===== config.mk =====
export PLATFORM = sky130hd
export DESIGN_NAME = alu_issue
export DESIGN_NICKNAME = d
export VERILOG_FILES = /design/src/rtl/alu_issue.sv
export SDC_FILE = /design/constraint.sdc
export NUM_CORES = 1
export LEC_CHECK = 0
export ABC_AREA = 1
export BUFFER_PORTS_ARGS = -buffer_cell sky130_fd_sc_hd__buf_2
export CORE_UTILIZATION = 49
export DETAILED_ROUTE_END_ITERATION = 12
export GPL_TIMING_DRIVEN = 0
export PLACE_DENSITY = 0.9
export SLEW_MARGIN = 30
export SYNTH_ARGS = -nofsm -noshare
export SYNTH_HDL_FRONTEND = slang
export SYNTH_SLANG_ARGS = --single-unit

===== constraint.sdc =====
create_clock -name clk -period 1.7 [get_ports clk]
set_input_delay 0.085 -clock clk [delete_from_list [all_inputs] [get_ports clk]]
set_output_delay 0.085 -clock clk [all_outputs]
set_load 0.01 [all_outputs]

===== src/rtl/alu_issue.sv =====
// alu_issue: RV32I decode into ALU control/operands, held in a registered ID/EX slot with valid/ready
module alu_issue #(
  parameter int XLEN = 32
) (
  input  logic            clk,
  input  logic            rst_n,
  input  logic            in_valid,
  output logic            in_ready,
  input  logic [31:0]     instr,
  input  logic [XLEN-1:0] pc,
  input  logic [XLEN-1:0] rs1_data,
  input  logic [XLEN-1:0] rs2_data,
  input  logic            flush,
  output logic            out_valid,
  input  logic            out_ready,
  output logic [XLEN-1:0] out_a,
  output logic [XLEN-1:0] out_b,
  output logic [3:0]      out_alu_ctrl,
  output logic [2:0]      out_br_type,
  output logic [XLEN-1:0] out_imm,
  output logic [XLEN-1:0] out_store_data,
  output logic [4:0]      out_rd,
  output logic            out_reg_write,
  output logic            out_illegal
);
  localparam logic [6:0] OP = 7'b0110011, OP_IMM = 7'b0010011, LOAD = 7'b0000011, STORE = 7'b0100011;
  localparam logic [6:0] BRANCH = 7'b1100011, LUI = 7'b0110111, AUIPC = 7'b0010111, JAL = 7'b1101111, JALR = 7'b1100111;
  logic [6:0] op, f7;
  logic [2:0] f3;
  logic [4:0] rd;
  logic [XLEN-1:0] imm_i, imm_s, imm_b, imm_u, imm_j;
  logic is_shift, alt, f7_ok_op, f7_ok_imm;
  logic [3:0] alu_f;
  logic [XLEN-1:0] a_d, b_d, imm_d, sd_d, a_q, b_q, imm_q, sd_q;
  logic [3:0] ctrl_d, ctrl_q;
  logic [2:0] br_d, br_q;
  logic rw_d, ill_d, rw_q, ill_q, valid_q, valid_d, load;
  logic [4:0] rd_q;
  assign op = instr[6:0];
  assign f3 = instr[14:12];
  assign f7 = instr[31:25];
  assign rd = instr[11:7];
  assign imm_i = {{(XLEN-12){instr[31]}}, instr[31:20]};
  assign imm_s = {{(XLEN-12){instr[31]}}, instr[31:25], instr[11:7]};
  assign imm_b = {{(XLEN-13){instr[31]}}, instr[31], instr[7], instr[30:25], instr[11:8], 1'b0};
  assign imm_u = {{(XLEN-32){instr[31]}}, instr[31:12], 12'b0};
  assign imm_j = {{(XLEN-21){instr[31]}}, instr[31], instr[19:12], instr[20], instr[30:21], 1'b0};
  assign is_shift = (f3 == 3'b001) | (f3 == 3'b101);
  assign alt = f7[5] & ((op == OP) | (f3 == 3'b101));
  assign f7_ok_op = (f7 == 7'b0) | ((f7 == 7'b0100000) & ((f3 == 3'b000) | (f3 == 3'b101)));
  assign f7_ok_imm = ~is_shift | (f7 == 7'b0) | ((f7 == 7'b0100000) & (f3 == 3'b101));
  assign alu_f = f3 == 3'b000 ? (alt ? 4'b0001 : 4'b0000) :
                 f3 == 3'b001 ? 4'b1000 :
                 f3 == 3'b010 ? 4'b0101 :
                 f3 == 3'b011 ? 4'b1001 :
                 f3 == 3'b100 ? 4'b0100 :
                 f3 == 3'b101 ? (alt ? 4'b0111 : 4'b0110) :
                 f3 == 3'b110 ? 4'b0011 : 4'b0010;
  assign in_ready = ~valid_q | out_ready;
  assign load = in_valid & in_ready & ~flush;
  assign valid_d = ~flush & (load | (valid_q & ~out_ready));
  // decode the offered instruction into the slot's next contents
  always_comb begin
    a_d = '0;
    b_d = '0;
    ctrl_d = 4'b0000;
    br_d = 3'b000;
    imm_d = '0;
    rw_d = 1'b0;
    ill_d = 1'b0;
    sd_d = rs2_data;
    case (op)
      OP: begin
        a_d = rs1_data;
        b_d = is_shift ? {{(XLEN-5){1'b0}}, rs2_data[4:0]} : rs2_data;
        ctrl_d = alu_f;
        rw_d = 1'b1;
        ill_d = ~f7_ok_op;
      end
      OP_IMM: begin
        a_d = rs1_data;
        b_d = is_shift ? {{(XLEN-5){1'b0}}, instr[24:20]} : imm_i;
        ctrl_d = alu_f;
        rw_d = 1'b1;
        ill_d = ~f7_ok_imm;
      end
      LOAD: begin
        a_d = rs1_data;
        b_d = imm_i;
        imm_d = imm_i;
        rw_d = 1'b1;
      end
      STORE: begin
        a_d = rs1_data;
        b_d = imm_s;
        imm_d = imm_s;
      end
      BRANCH: begin
        a_d = rs1_data;
        b_d = rs2_data;
        ctrl_d = 4'b0001;
        imm_d = imm_b;
        br_d = f3[2] ? {1'b0, f3[1:0]} + 3'd3 : {2'b0, f3[0]} + 3'd1;
        ill_d = ~f3[2] & f3[1];
      end
      LUI: begin
        b_d = imm_u;
        rw_d = 1'b1;
      end
      AUIPC: begin
        a_d = pc;
        b_d = imm_u;
        rw_d = 1'b1;
      end
      JAL: begin
        a_d = pc;
        b_d = XLEN'(4);
        br_d = 3'b111;
        imm_d = imm_j;
        rw_d = 1'b1;
      end
      JALR: begin
        a_d = pc;
        b_d = XLEN'(4);
        br_d = 3'b111;
        imm_d = imm_i;
        rw_d = 1'b1;
        sd_d = rs1_data;
        ill_d = f3 != 3'b000;
      end
      default: ill_d = 1'b1;
    endcase
    ctrl_d = ill_d ? 4'b0000 : ctrl_d;
    br_d = ill_d ? 3'b000 : br_d;
    rw_d = rw_d & ~ill_d & (rd != 5'd0);
  end
  // slot register: valid follows the handshake, payload only changes on an accepted beat
  always_ff @(posedge clk or negedge rst_n) begin
    if (!rst_n) begin
      valid_q <= 1'b0;
      a_q <= '0;
      b_q <= '0;
      ctrl_q <= '0;
      br_q <= '0;
      imm_q <= '0;
      sd_q <= '0;
      rd_q <= '0;
      rw_q <= 1'b0;
      ill_q <= 1'b0;
    end else begin
      valid_q <= valid_d;
      if (load) begin
        a_q <= a_d;
        b_q <= b_d;
        ctrl_q <= ctrl_d;
        br_q <= br_d;
        imm_q <= imm_d;
        sd_q <= sd_d;
        rd_q <= rd;
        rw_q <= rw_d;
        ill_q <= ill_d;
      end
    end
  end
  assign out_valid = valid_q;
  assign out_a = a_q;
  assign out_b = b_q;
  assign out_alu_ctrl = ctrl_q;
  assign out_br_type = br_q;
  assign out_imm = imm_q;
  assign out_store_data = sd_q;
  assign out_rd = rd_q;
  assign out_reg_write = rw_q;
  assign out_illegal = ill_q;
endmodule


# Yosys cells after proc, flatten, opt, wreduce, memory -nomap -nowiden
# Cells that the tools add are included.
[op_classes]
add_sub_neg = 2
n_eq_ne = 16
mux = 22
bitwise_logic = 26
n_reduce_logical = 12
[op_table]
columns = ["cell", "count"]
rows = [
  ["$pmux 32 s7", 1],
  ["$pmux 32 s4", 1],
  ["$mux 32", 3],
  ["$pmux 32 s2", 1],
  ["$eq 7x6->1 const B", 4],
  ["$eq 7x7->1 const B", 3],
  ["$mux 4", 5],
  ["$eq 7x5->1 const B", 2],
  ["$mux 3", 4],
  ["$and 1x1->1", 10],
  ["$reduce_or 5->1", 2],
  ["$eq 3x3->1 const B", 3],
  ["$not 1->1", 8],
  ["$or 1x1->1", 8],
  ["$pmux 4 s2", 1],
  ["$reduce_or 2->1", 4],
  ["$eq 7x2->1 const B", 1],
  ["$logic_not 7->1", 1],
  ["$reduce_or 7->1", 1],
  ["$eq 3x2->1 const B", 2],
  ["$pmux 3 s2", 1],
  ["$pmux 1 s5", 1],
  ["$reduce_bool 5->1", 1],
  ["$mux 1", 4],
  ["6 further kinds", 6],
]
[totals]
regBits = 143
in_bits = 133
output_inout_bits = 144
wordCells = 88

# Depth between registers and ports, before layout
# Gate-level depths: netlist (run 1).
[depth]
ltp_word = 12
depth_mapped = 12
depth_no_buf = 11

# Worst setup path after synthesis (run 1)
# Ideal clock, no wire load.
[synth_timing]
kind = "register to register"
from = "register valid_q, in the netlist out_valid"
to = "register a_q[0], in the netlist out_a[0]"
setup_time_ns = 0.139
arrival_time_ns = 1.372
required_time_ns = 1.561
slack_ns = 0.190
path_stages_with_launch = 9
path_buffers = 2
path_cell_list = "dfrtp_1 -> inv_1 -> nor2_1 -> inv_1 -> nand2_1 -> inv_2 -> buf_2 -> buf_1 -> a31oi_1"
[synth_via]
elab_chain_cells = 4
[synth_lines]
columns = ["element", "line", "source"]
rows = [
  ["start, declared", "37", "logic rw_d, ill_d, rw_q, ill_q, valid_q, valid_d, load;"],
  ["start signal, assigned", "151", "valid_q <= valid_d;"],
  ["$not 1->1", "59", "assign in_ready = ~valid_q | out_ready;"],
  ["$or 1x1->1", "59", ""],
  ["named net in_ready", "8", "output logic in_ready,"],
  ["$and 1x1->1 (2 in series)", "60", "assign load = in_valid & in_ready & ~flush;"],
  ["end signal, assigned", "141", "a_q <= '0;"],
  ["end signal, assigned", "153", "a_q <= a_d;"],
  ["end, declared", "34", "logic [XLEN-1:0] a_d, b_d, imm_d, sd_d, a_q, b_q, imm_q, sd_q;"],
]
# The timed path passes the listed nets, and every way through them passes these cells.
# A chain may end at the register's enable or synchronous reset.

# Final worst setup path (run 1)
[layout_timing]
from = "register valid_q, in the netlist out_valid"
to = "register b_q[1], in the netlist out_b[1]"
[layout_via]
elab_chain_cells = 4
[layout_lines]
columns = ["element", "line", "source"]
rows = [
  ["$not 1->1", "59", ""],
  ["$or 1x1->1", "59", ""],
  ["$and 1x1->1 (2 in series)", "60", ""],
  ["end signal, assigned", "142", "b_q <= '0;"],
  ["end signal, assigned", "154", "b_q <= b_d;"],
  ["end, declared", "34", ""],
]
# Every way passes these cells.

==> results of run 1 <==
-- path summary, 6_finish.rpt --
path | to | slack (ns) | cells after the start
setup / recovery | out_b[1]$_DFFE_PN0P_ | 0.06 | 9
hold / removal | out_store_data[22]$_DFFE_PN0P_ | 0.01 | 3
setup reg to reg | out_b[1]$_DFFE_PN0P_ | 0.06 | 9
hold reg to reg | out_imm[14]$_DFFE_PN0P_ | 0.47 | 2
max in group asynchronous | out_store_data[13]$_DFFE_PN0P_ | 0.77 | 3
min in group asynchronous | out_valid$_DFF_PN0_ | 0.21 | 2
-- logic make-up after synthesis --
logic type | Yosys count | share of synthesized area, %
and+or+nand+nor | 519 | 30.76
AOI/OAI and AO/OA | 147 | 12.15
DFF | 132 | 49.27
buffers and inverters | 94 | 6.439
adders and majority gates | 5 | 0.9332
muxes | 3 | 0.4479
-- per-layer routing --
metal  share of wire [%]  wire length [um]  vias up  track usage (%)
met2                  45             12860      700            64.00
met3                  11              3191      194            13.22
met5               0.046                13        -                0
li1                    -                 -     3689                -
met1                  37             10410     3895            47.58
met4                 6.9              1959        2            26.50
-- worst reg2reg max path: cells and delay by family (launching register included) --
family	cells	cell delay, ns
buffers and inverters	5	0.79
flip-flops	1	0.38
AND/OR/NAND/NOR	3	0.26
AO/OA/AOI/OAI	1	0.17
-- Yosys cell counts --
cell type / n / area [um^2]
a31oi_1: 34 / 212.7
buf_2: 13 / 65.06
o211ai_1: 3 / 22.52
o21ai_2: 2 / 17.52
a21oi_1: 72 / 360.4
o21ai_1: 6 / 30.03
nand3_1: 48 / 240.2
nor2_1: 96 / 360.4
a21boi_0: 2 / 15.01
o22ai_1: 1 / 6.260
nand4_1: 5 / 31.28
a21oi_2: 1 / 8.760
nor2_8: 1 / 20.02
dfrtp_1: 132 / 3303
nor3_1: 2 / 10.01
inv_2: 4 / 15.01
buf_1: 12 / 45.04
nor2_2: 3 / 18.77
mux2i_1: 3 / 30.03
buf_4: 12 / 90.09
o21ai_4: 1 / 16.27
inv_4: 1 / 6.260
buf_6: 2 / 22.52
inv_1: 29 / 108.9
nand2_2: 6 / 37.54
clkbuf_1: 21 / 78.83
ha_1: 5 / 62.56
o21ai_0: 25 / 125.1
nand2_1: 358 / 1344
-- through the flow --
step / area, um^2 / instances / hold WS, ns / total power, uW
2_1_floorplan: 6704 / 900 / -0.2106 / 4287
3_3_place_gp: 8300 / 1351 / 0.2556 / 5040
3_5_place_dp: 8338 / 1352 / 0.06395 / 5093
4_1_cts: 9978 / 1482 / 0.0001613 / 9169
5_1_grt: 10020 / 1483 / 0.01859 / 9581
6_report: 10030 / 1484 / 0.01153 / 9317
-- cells in the final DEF, fill, tap and decap left out, drive strengths merged, types with 2 or more instances in the layout --
cell type and instances:
ha 5, mux2i 3, nor2 100, clkbuf 44, dlygate4sd3 99, a31oi 34
a21oi 73, nand3 48, bufinv 4, nor3 2, dfrtp 132, nand4 5
nand2 364, buf 312, o21ai 34, o211ai 3, a21boi 2, clkinv 3
clkinvlp 4, inv 35
-- final cells by class --
type                       instances  area share [%]
clock buffer                      20           4.555
timing repair buffer             375           23.99
buffer                            60           3.407
clock inverter                    12           1.772
sequential                       132           32.95
antenna                            1         0.02496
multi-input combinational        674           29.79
tap                              176           2.196
inverter                          34           1.323
-- sequential cells by signal (all words and copies together) (netlist names) --
register        flops
out_alu_ctrl        4
out_b              32
out_a              32
out_illegal         1
out_valid           1
out_store_data     32
out_rd              5
out_br_type         3
out_imm            21
out_reg_write       1
-- power by group through the flow --
stage | registers, uW | logic, uW | clock network, uW
global route | 3650 | 1840 | 4090
detailed placement | 3660 | 1430 | 0
finish | 3630 | 1720 | 3960
CTS | 3610 | 1630 | 3940
global placement | 3640 | 1400 | 0
floorplan | 3800 | 490 | 0
-- what timing repair did --
action / in CTS / in global routing
hold endpoints to repair: 148 / 1
pin swaps: 0 / 0
hold buffers: 98 / 1
setup endpoints to repair: 90 / 119
gates resized for setup: 18 / 19
==> results.sh, run 1 <==
export IMPL_crit_path_start_kind="flop"
export IMPL_nets=1432
export IMPL_antenna_found_initial=1
export IMPL_first_iter_violations=924
export IMPL_wl_per_cell_um=19.17
export IMPL_endpoint_kind="flop"
export IMPL_tns_ns=0
export IMPL_worstPathArrival_ns=2.00
export IMPL_grt_max_degree=69
export IMPL_routed_wl_um=28440
export IMPL_yosysUniqueCellTypes=29
export IMPL_yosysSeqAreaShare_pct=49.27
export IMPL_final_core_util_pct=75.41
export IMPL_setup_viol=0
export IMPL_cp_data_required_time_ns=2.06
export IMPL_register_area_um2=3303
export IMPL_grt_first_pass_wirelength_um=43240
export IMPL_fmax_mhz=608.0
export IMPL_ant_nets=0
export IMPL_path_delay_family="buffers and inverters"
export IMPL_crit_chain="inv_1 -> nor2_1 -> inv_1 -> nand2_2 -> inv_4 -> buf_4 -> buf_2 -> o21ai_0 -> nand2_1"
export IMPL_cts_buffers_inserted=17
export IMPL_drc=0
export IMPL_timing_rr_start="out_valid$_DFF_PN0_"
export IMPL_rows=42
export IMPL_rsz0062_at_grt="true"
export IMPL_crit_slowest_cell="dfrtp_1"
export IMPL_ys_seq_elements=132
export IMPL_p_sw_share_pct=28.20
export IMPL_synth_nets=1038
export IMPL_htree_levels=4
export IMPL_vias=8480
export IMPL_ir_drop_mv=0.7098
export IMPL_fp_dieArea_um2=14150
export IMPL_dr_pass1_iters=6
export IMPL_gp_congestion=0.9554
export IMPL_cts_root_buf="clkbuf_16"
export IMPL_grt_total_usage_pct=40.61
export IMPL_cp_max_fo=10
export IMPL_status="completed"
export IMPL_place_ws_ns=-0.3602
export IMPL_holdCritStartpoint="rs2_data[22]"
export IMPL_finClkSkew_ns=0.01263
export IMPL_slew_violations=0
export IMPL_period_needed_ns=1.645
export IMPL_p_int_uw=6689
export IMPL_crit_start="out_valid$_DFF_PN0_"
export IMPL_max_slew_margin_pct=61.84
export IMPL_leakagePower_uw=0.005332
export IMPL_fp_dieH_um=119.0
export IMPL_seqPwrFrac_pct=39.0
export IMPL_cpMostUsedCell="inv_1"
export IMPL_power_share_clock_pct=42.5
export IMPL_start_util_pct=50.42
export IMPL_ioPinCount=277
export IMPL_drive_gt1_share_pct=28.84
export IMPL_multi_input_area_um2=2987
export IMPL_fin_ws_ns=0.05534
export IMPL_area_delta_synth_final_pct=49.55
export IMPL_p_sw_uw=2628
export IMPL_syn_inst=900
export IMPL_clk_path_buf_depth=2
export IMPL_n_fill_cell=950
export IMPL_ys_warnings_count=0
export IMPL_fp_dieW_um=119.0
export IMPL_postCtsSetupBuffers=0
export IMPL_cts_tree="built"
export IMPL_clk_latency_ns=0.43
export IMPL_grt_pass1_vias=8255
export IMPL_via_per_inst=5.714
export IMPL_post_route_period_util_pct=96.74
export IMPL_critical_path_class="reg -> reg"
export IMPL_clock_sinks=132
export IMPL_netlist_area_um2=6704
export IMPL_worst_pin_slew_ns=0.5724
export IMPL_crit_buf_inv=5
export IMPL_hpwl_um=18320
export IMPL_power_density_nw_per_um2=929.2
export IMPL_hp_class="in -> reg"
export IMPL_slowest_delay_ns=0.38
export IMPL_maxCapViolations=0
export IMPL_coreArea_um2=13300
export IMPL_portBuffers=275
export IMPL_postSynthAreaPerCell_um2=7.449
export IMPL_pwr_share_comb_pct=18.5
export IMPL_finalHoldViolCount=0
export IMPL_grt_overflow_total=0
export IMPL_clk_pin_slew_ns=0.06
Power figures use the tool's default switching activity.
==> inputs of run 2 (changes only) <==
--- a/config.mk
+++ b/config.mk
@@ -7,10 +7,10 @@
 export LEC_CHECK = 0
 export ABC_AREA = 1
 export BUFFER_PORTS_ARGS = -buffer_cell sky130_fd_sc_hd__buf_2
-export CORE_UTILIZATION = 49
+export CORE_UTILIZATION = 35
 export DETAILED_ROUTE_END_ITERATION = 12
 export GPL_TIMING_DRIVEN = 0
-export PLACE_DENSITY = 0.9
+export PLACE_DENSITY = 0.7
 export SLEW_MARGIN = 30
 export SYNTH_ARGS = -nofsm -noshare
 export SYNTH_HDL_FRONTEND = slang
==> constraint.sdc (replaced) <==
create_clock -name clk -period 1.7 [get_ports clk]
set_input_delay 0.085 -clock clk [delete_from_list [all_inputs] [get_ports clk]]
set_output_delay 0.085 -clock clk [all_outputs]
set_load 0.02 [all_outputs]
==> run 2 against run 1 <==
Clock-buffer cell count unchanged. Register-to-register slack about the same. Combinational power increased by 11%. Sequential share of layout area about the same. Global-route usage decreased by 12 points. Clock power decreased by 10%. Routed wire length decreased by 1.6%. Critical path type unchanged. Largest cell class unchanged.
==> results.sh, run 2 (same netlist as run 1, synthesis figures left out) <==
export IMPL_cts_root_buf="clkbuf_16"
export IMPL_clk_latency_ns=0.42
export IMPL_final_common_cell="nand2_1"
export IMPL_antenna_found_initial=1
export IMPL_power_density_nw_per_um2=905.1
export IMPL_n_fill_cell=1822
export IMPL_critical_path_class="reg -> reg"
export IMPL_fin_ws_ns=0.04630
export IMPL_worst_pin_slew_ns=0.6171
export IMPL_stdcell_count=1541
export IMPL_drc=0
export IMPL_clk_path_buf_depth=2
export IMPL_via_per_inst=5.124
export IMPL_leakagePower_uw=0.005313
export IMPL_dr_pass1_iters=6
export IMPL_crit_path_start_kind="flop"
export IMPL_slew_violations=0
export IMPL_grt_pass1_vias=7811
export IMPL_fmax_mhz=604.7
export IMPL_wl_per_cell_um=18.16
export IMPL_area_delta_synth_final_pct=49.40
export IMPL_crit_slowest_cell="dfrtp_1"
export IMPL_fp_dieH_um=140.4
export IMPL_cp_data_required_time_ns=2.06
export IMPL_crit_buf_inv=5
export IMPL_gp_congestion=0.9209
export IMPL_rows=50
export IMPL_cp_max_fo=10
export IMPL_drive_gt1_share_pct=28.81
export IMPL_cts_tree="built"
export IMPL_grt_max_degree=71
export IMPL_portBuffers=275
export IMPL_met1_usage_pct=37.84
export IMPL_endpoint_kind="flop"
export IMPL_slowest_delay_ns=0.37
export IMPL_grt_use_met3_pct=6.188
export IMPL_fp_dieArea_um2=19710
export IMPL_grt_total_usage_pct=28.68
export IMPL_rsz0062_at_grt="true"
export IMPL_grt_util_met2_pct=45.18
export IMPL_cts_buffers_inserted=17
export IMPL_ant_nets=0
export IMPL_grt_first_pass_wirelength_um=42740
export IMPL_coreArea_um2=18770
export IMPL_hp_class="in -> reg"
export IMPL_placed_cells=1410
export IMPL_clk_pin_slew_ns=0.06
export IMPL_grt_overflow_total=0
export IMPL_clock_sinks=132
export IMPL_hpwl_um=19910
export IMPL_place_ws_ns=-0.6743
export IMPL_multi_input_area_um2=2972
export IMPL_holdWs_ns=0.005640
export IMPL_nets=1430
export IMPL_finalHoldViolCount=0
export IMPL_setup_viol=0
export IMPL_htree_levels=4
export IMPL_vias=7896
export IMPL_fp_dieW_um=140.4
export IMPL_ioPinCount=277
export IMPL_ir_drop_mv=0.6527
export IMPL_register_area_um2=3303
export IMPL_routed_wl_um=27990
export IMPL_finClkSkew_ns=0.006904
export IMPL_first_iter_violations=630
export IMPL_status="completed"
export IMPL_maxCapViolations=0
export IMPL_max_slew_margin_pct=58.86
export IMPL_global_route_peak_usage_layer="met2"
export IMPL_final_cell_mix="357 x nand2_1, 289 x buf_2, 132 x dfrtp_1"
export IMPL_path_delay_family="buffers and inverters"
export IMPL_final_core_util_pct=53.37
export IMPL_period_needed_ns=1.654
export IMPL_crit_chain="inv_1 -> nor2_1 -> inv_1 -> nand2_2 -> inv_4 -> buf_6 -> buf_2 -> nand2_1 -> nand2_1"
export IMPL_tns_ns=0
export IMPL_post_route_period_util_pct=97.28
export IMPL_worstPathArrival_ns=2.01
export IMPL_start_util_pct=35.72
## run 2: final timing paths
path                                    startpoint                 endpoint  slack (ns)  depth (start not counted)
min reg2reg                out_imm[15]$_DFFE_PN0P_  out_imm[15]$_DFFE_PN0P_        0.48                          2
max in group asynchronous                    rst_n    out_b[31]$_DFFE_PN0P_        0.79                          3
max                            out_valid$_DFF_PN0_     out_b[2]$_DFFE_PN0P_        0.05                          9
min in group asynchronous                    rst_n    out_rd[3]$_DFFE_PN0P_        0.19                          2
min                                      instr[28]   out_imm[8]$_DFFE_PN0P_       0.006                          3
max reg2reg                    out_valid$_DFF_PN0_     out_b[2]$_DFFE_PN0P_        0.05                          9
## run 2: what timing repair did
item,in CTS,in global routing
endpoints found under the hold margin,151,0
hold buffers,98,0
gates resized for setup,22,17
setup buffers,0,0
setup endpoints to repair,131,83
pin swaps,0,0
## run 2: per-layer routing
layer	vias to the layer above	part of all wire, %
li1	3686	-
met5	-	0
met4	0	3.8
met1	3716	43
met3	92	7.7
met2	402	46
## run 2: cell type report
cell class                 instances  area share [%]
sequential                       132           32.98
multi-input combinational        674           29.67
clock buffer                      20           4.560
timing repair buffer             374           23.91
inverter                          34           1.324
antenna                            2         0.04997
tap                              234           2.923
buffer                            59           3.523
clock inverter                    12           1.062
## run 2: stage by stage
step           cell area, um^2  power, uW
2_1_floorplan             6704       4524
5_1_grt                  10010       9420
3_5_place_dp              8411       5347
4_1_cts                   9995       9094
3_3_place_gp              8373       5311
6_report                 10020       9066
## run 2: power breakdown
part | total [uW] | switching (uW) | internal, uW
clock | 3550 | 1460 | 2090
combinational | 1910 | 1190 | 715
sequential | 3610 | 167 | 3440
total | 9070 | 2820 | 6240
## run 2: worst register-to-register path, delay by kind of cell, from the launching register on
| kind | cells | cell delay, ns |
|---|---|---|
| buffers and inverters | 5 | 0.84 |
| AND/OR/NAND/NOR | 4 | 0.38 |
| flip-flops | 1 | 0.37 |
==> inputs of run 3 (changes only) <==
--- a/config.mk
+++ b/config.mk
@@ -7,6 +7,7 @@
 export LEC_CHECK = 0
 export ABC_AREA = 1
 export BUFFER_PORTS_ARGS = -buffer_cell sky130_fd_sc_hd__buf_2
+export CORE_MARGIN = 4
 export CORE_UTILIZATION = 35
 export DETAILED_ROUTE_END_ITERATION = 12
 export GPL_TIMING_DRIVEN = 0
==> run 3 against run 2 <==
Register-to-register slack better by 0.02 ns. Setup slack better by 0.023 ns. Combinational power about the same. Final cell count increased by 0.65%. Critical endpoint is now out_a[31]$_DFFE_PN0P_. Clock-buffer cell count shrank 3. Sequential power is essentially flat. Power up 4.8%. Sequential cell count unchanged. First-iteration DRC count decreased by 6.2%. Utilization grew 0.89 points. Die area is 8.7% higher.
==> results.sh, run 3 (same netlist as run 1, synthesis figures left out) <==
export IMPL_crit_path_start_kind="flop"
export IMPL_first_iter_violations=591
export IMPL_drive_gt1_share_pct=28.61
export IMPL_holdWs_ns=0.006063
export IMPL_dr_pass1_iters=5
export IMPL_rrSetupSlack_ns=0.07
export IMPL_area_delta_synth_final_pct=51.89
export IMPL_nets=1440
export IMPL_ir_drop_mv=0.6561
export IMPL_slew_violations=0
export IMPL_worst_pin_slew_ns=0.7292
export IMPL_grt_pass1_vias=7877
export IMPL_ant_nets=0
export IMPL_fp_dieW_um=146.4
export IMPL_n_fill_cell=1758
export IMPL_power_density_nw_per_um2=933.1
export IMPL_post_route_period_util_pct=95.95
export IMPL_period_needed_ns=1.631
export IMPL_crit_start="out_valid$_DFF_PN0_"
export IMPL_hp_class="in -> reg"
export IMPL_worstPathArrival_ns=1.95
export IMPL_max_slew_margin_pct=51.38
export IMPL_fmax_mhz=613.1
export IMPL_status="completed"
export IMPL_cts_buffers_inserted=17
export IMPL_clock_sinks=132
export IMPL_coreArea_um2=18770
export IMPL_cts_tree="built"
export IMPL_setup_viol=0
export IMPL_grt_total_usage_pct=26.51
export IMPL_critical_path_class="reg -> reg"
export IMPL_start_util_pct=35.72
export IMPL_ioPinCount=277
export IMPL_multi_input_area_um2=2972
export IMPL_clk_path_buf_depth=2
export IMPL_hold_path_depth=3
export IMPL_antenna_found_initial=3
export IMPL_holdCritStartpoint="rs2_data[2]"
export IMPL_drc=0
export IMPL_finClkSkew_ns=0.006643
export IMPL_maxCapViolations=0
export IMPL_via_per_inst=5.048
export IMPL_reg2regPathDepth=9
export IMPL_routed_wl_um=28750
export IMPL_timing_rr_start="out_valid$_DFF_PN0_"
export IMPL_grt_max_degree=69
export IMPL_place_ws_ns=-0.5517
export IMPL_grt_first_pass_wirelength_um=44280
export IMPL_fin_ws_ns=0.06890
export IMPL_clk_latency_ns=0.42
export IMPL_gp_congestion=0.9171
export IMPL_final_cell_mix="357 x nand2_1, 287 x buf_2, 132 x dfrtp_1"
export IMPL_hpwl_um=20750
export IMPL_finalHoldViolCount=0
export IMPL_tns_ns=0
export IMPL_leakagePower_uw=0.005367
export IMPL_grt_overflow_total=0
export IMPL_cp_data_required_time_ns=2.02
export IMPL_hold_end="out_store_data[2]$_DFFE_PN0P_"
export IMPL_fp_dieArea_um2=21430
export IMPL_clk_pin_slew_ns=0.06
export IMPL_final_core_util_pct=54.25
export IMPL_register_area_um2=3303
export IMPL_rr_endpoint="out_a[31]$_DFFE_PN0P_"
export IMPL_wl_per_cell_um=18.53
export IMPL_final_common_cell="nand2_1"
export IMPL_fp_dieH_um=146.4
export IMPL_cts_root_buf="clkbuf_16"
export IMPL_htree_levels=4
export IMPL_portBuffers=275
export IMPL_cp_max_fo=10
export IMPL_rows=50
export IMPL_endpoint_kind="flop"
export IMPL_vias=7829
[run 3: cell types whose count changed in the layout (fill, tap and decap cells not counted), moves of 3 or more]
cell | previous run | this run
dlygate4sd3_1 | 98 | 105
clkinv_2 | 5 | 0
bufinv_16 | 1 | 4
clkbuf_2 | 13 | 10
[run 3: cell type report]
class | instances | share of cell area [%]
Multi-Input combinational cell | 674 | 29.18
Tap cell | 234 | 2.875
Clock buffer | 17 | 4.178
Antenna cell | 3 | 0.07373
Timing Repair Buffer | 384 | 24.43
Sequential cell | 132 | 32.44
Clock inverter | 14 | 2.003
Buffer | 59 | 3.514
Inverter | 34 | 1.303
[run 3: per-layer routing]
metal / wire length [um] / vias to the layer above / global-route usage, %
met2: 13400 / 401 / 42.42
met4: 906 / 2 / 10.54
li1: - / 3704 / -
met1: 12090 / 3637 / 35.02
met3: 2340 / 85 / 5.928
met5: 7 / - / 0
[run 3: worst max-delay path by stage]
stage / depth (start not counted) / slack, ns / end
6_report: 9 / 0.07 / out_a[31]$_DFFE_PN0P_
5_1_grt: 9 / -0.005 / out_store_data[26]$_DFFE_PN0P_
4_1_cts: 8 / 0.01 / out_b[7]$_DFFE_PN0P_
3_5_place_dp: 9 / -0.55 / out_imm[11]$_DFFE_PN0P_
3_3_place_gp: 1 / -1.37 / out_store_data[13]$_DFFE_PN0P_
2_1_floorplan: 8 / 0.04 / out_a[0]$_DFFE_PN0P_
[run 3: what timing repair did]
item	in CTS	in global routing
endpoints found under the hold margin	160	0
hold buffers	105	0
setup buffers	0	3
endpoints found under the setup margin	115	121
gates resized for setup	20	18
[run 3: power by group]
group | leakage (uW) | switching (uW) | internal (uW)
registers | 0.00166 | 165 | 3440
clock network | 0.000297 | 1490 | 2470
logic | 0.00341 | 1200 | 731
[run 3: worst max-delay path, stage by stage, from the launching register on]
cell and delay (ns):
dfrtp_1 0.37, inv_1 0.05, nor2_1 0.03, inv_1 0.11, nand2_2 0.13, inv_4 0.15, buf_4 0.13, buf_2 0.28
nor2_1 0.07, a31oi_1 0.21
[run 3: per-stage QoR]
step	std cells	total power, uW	cell area, um^2
global route	1550	9913	10180
CTS	1546	9551	10130
finish	1551	9501	10180
floorplan	900	4524	6704
global placement	1409	5323	8373
detailed placement	1410	5358	8411
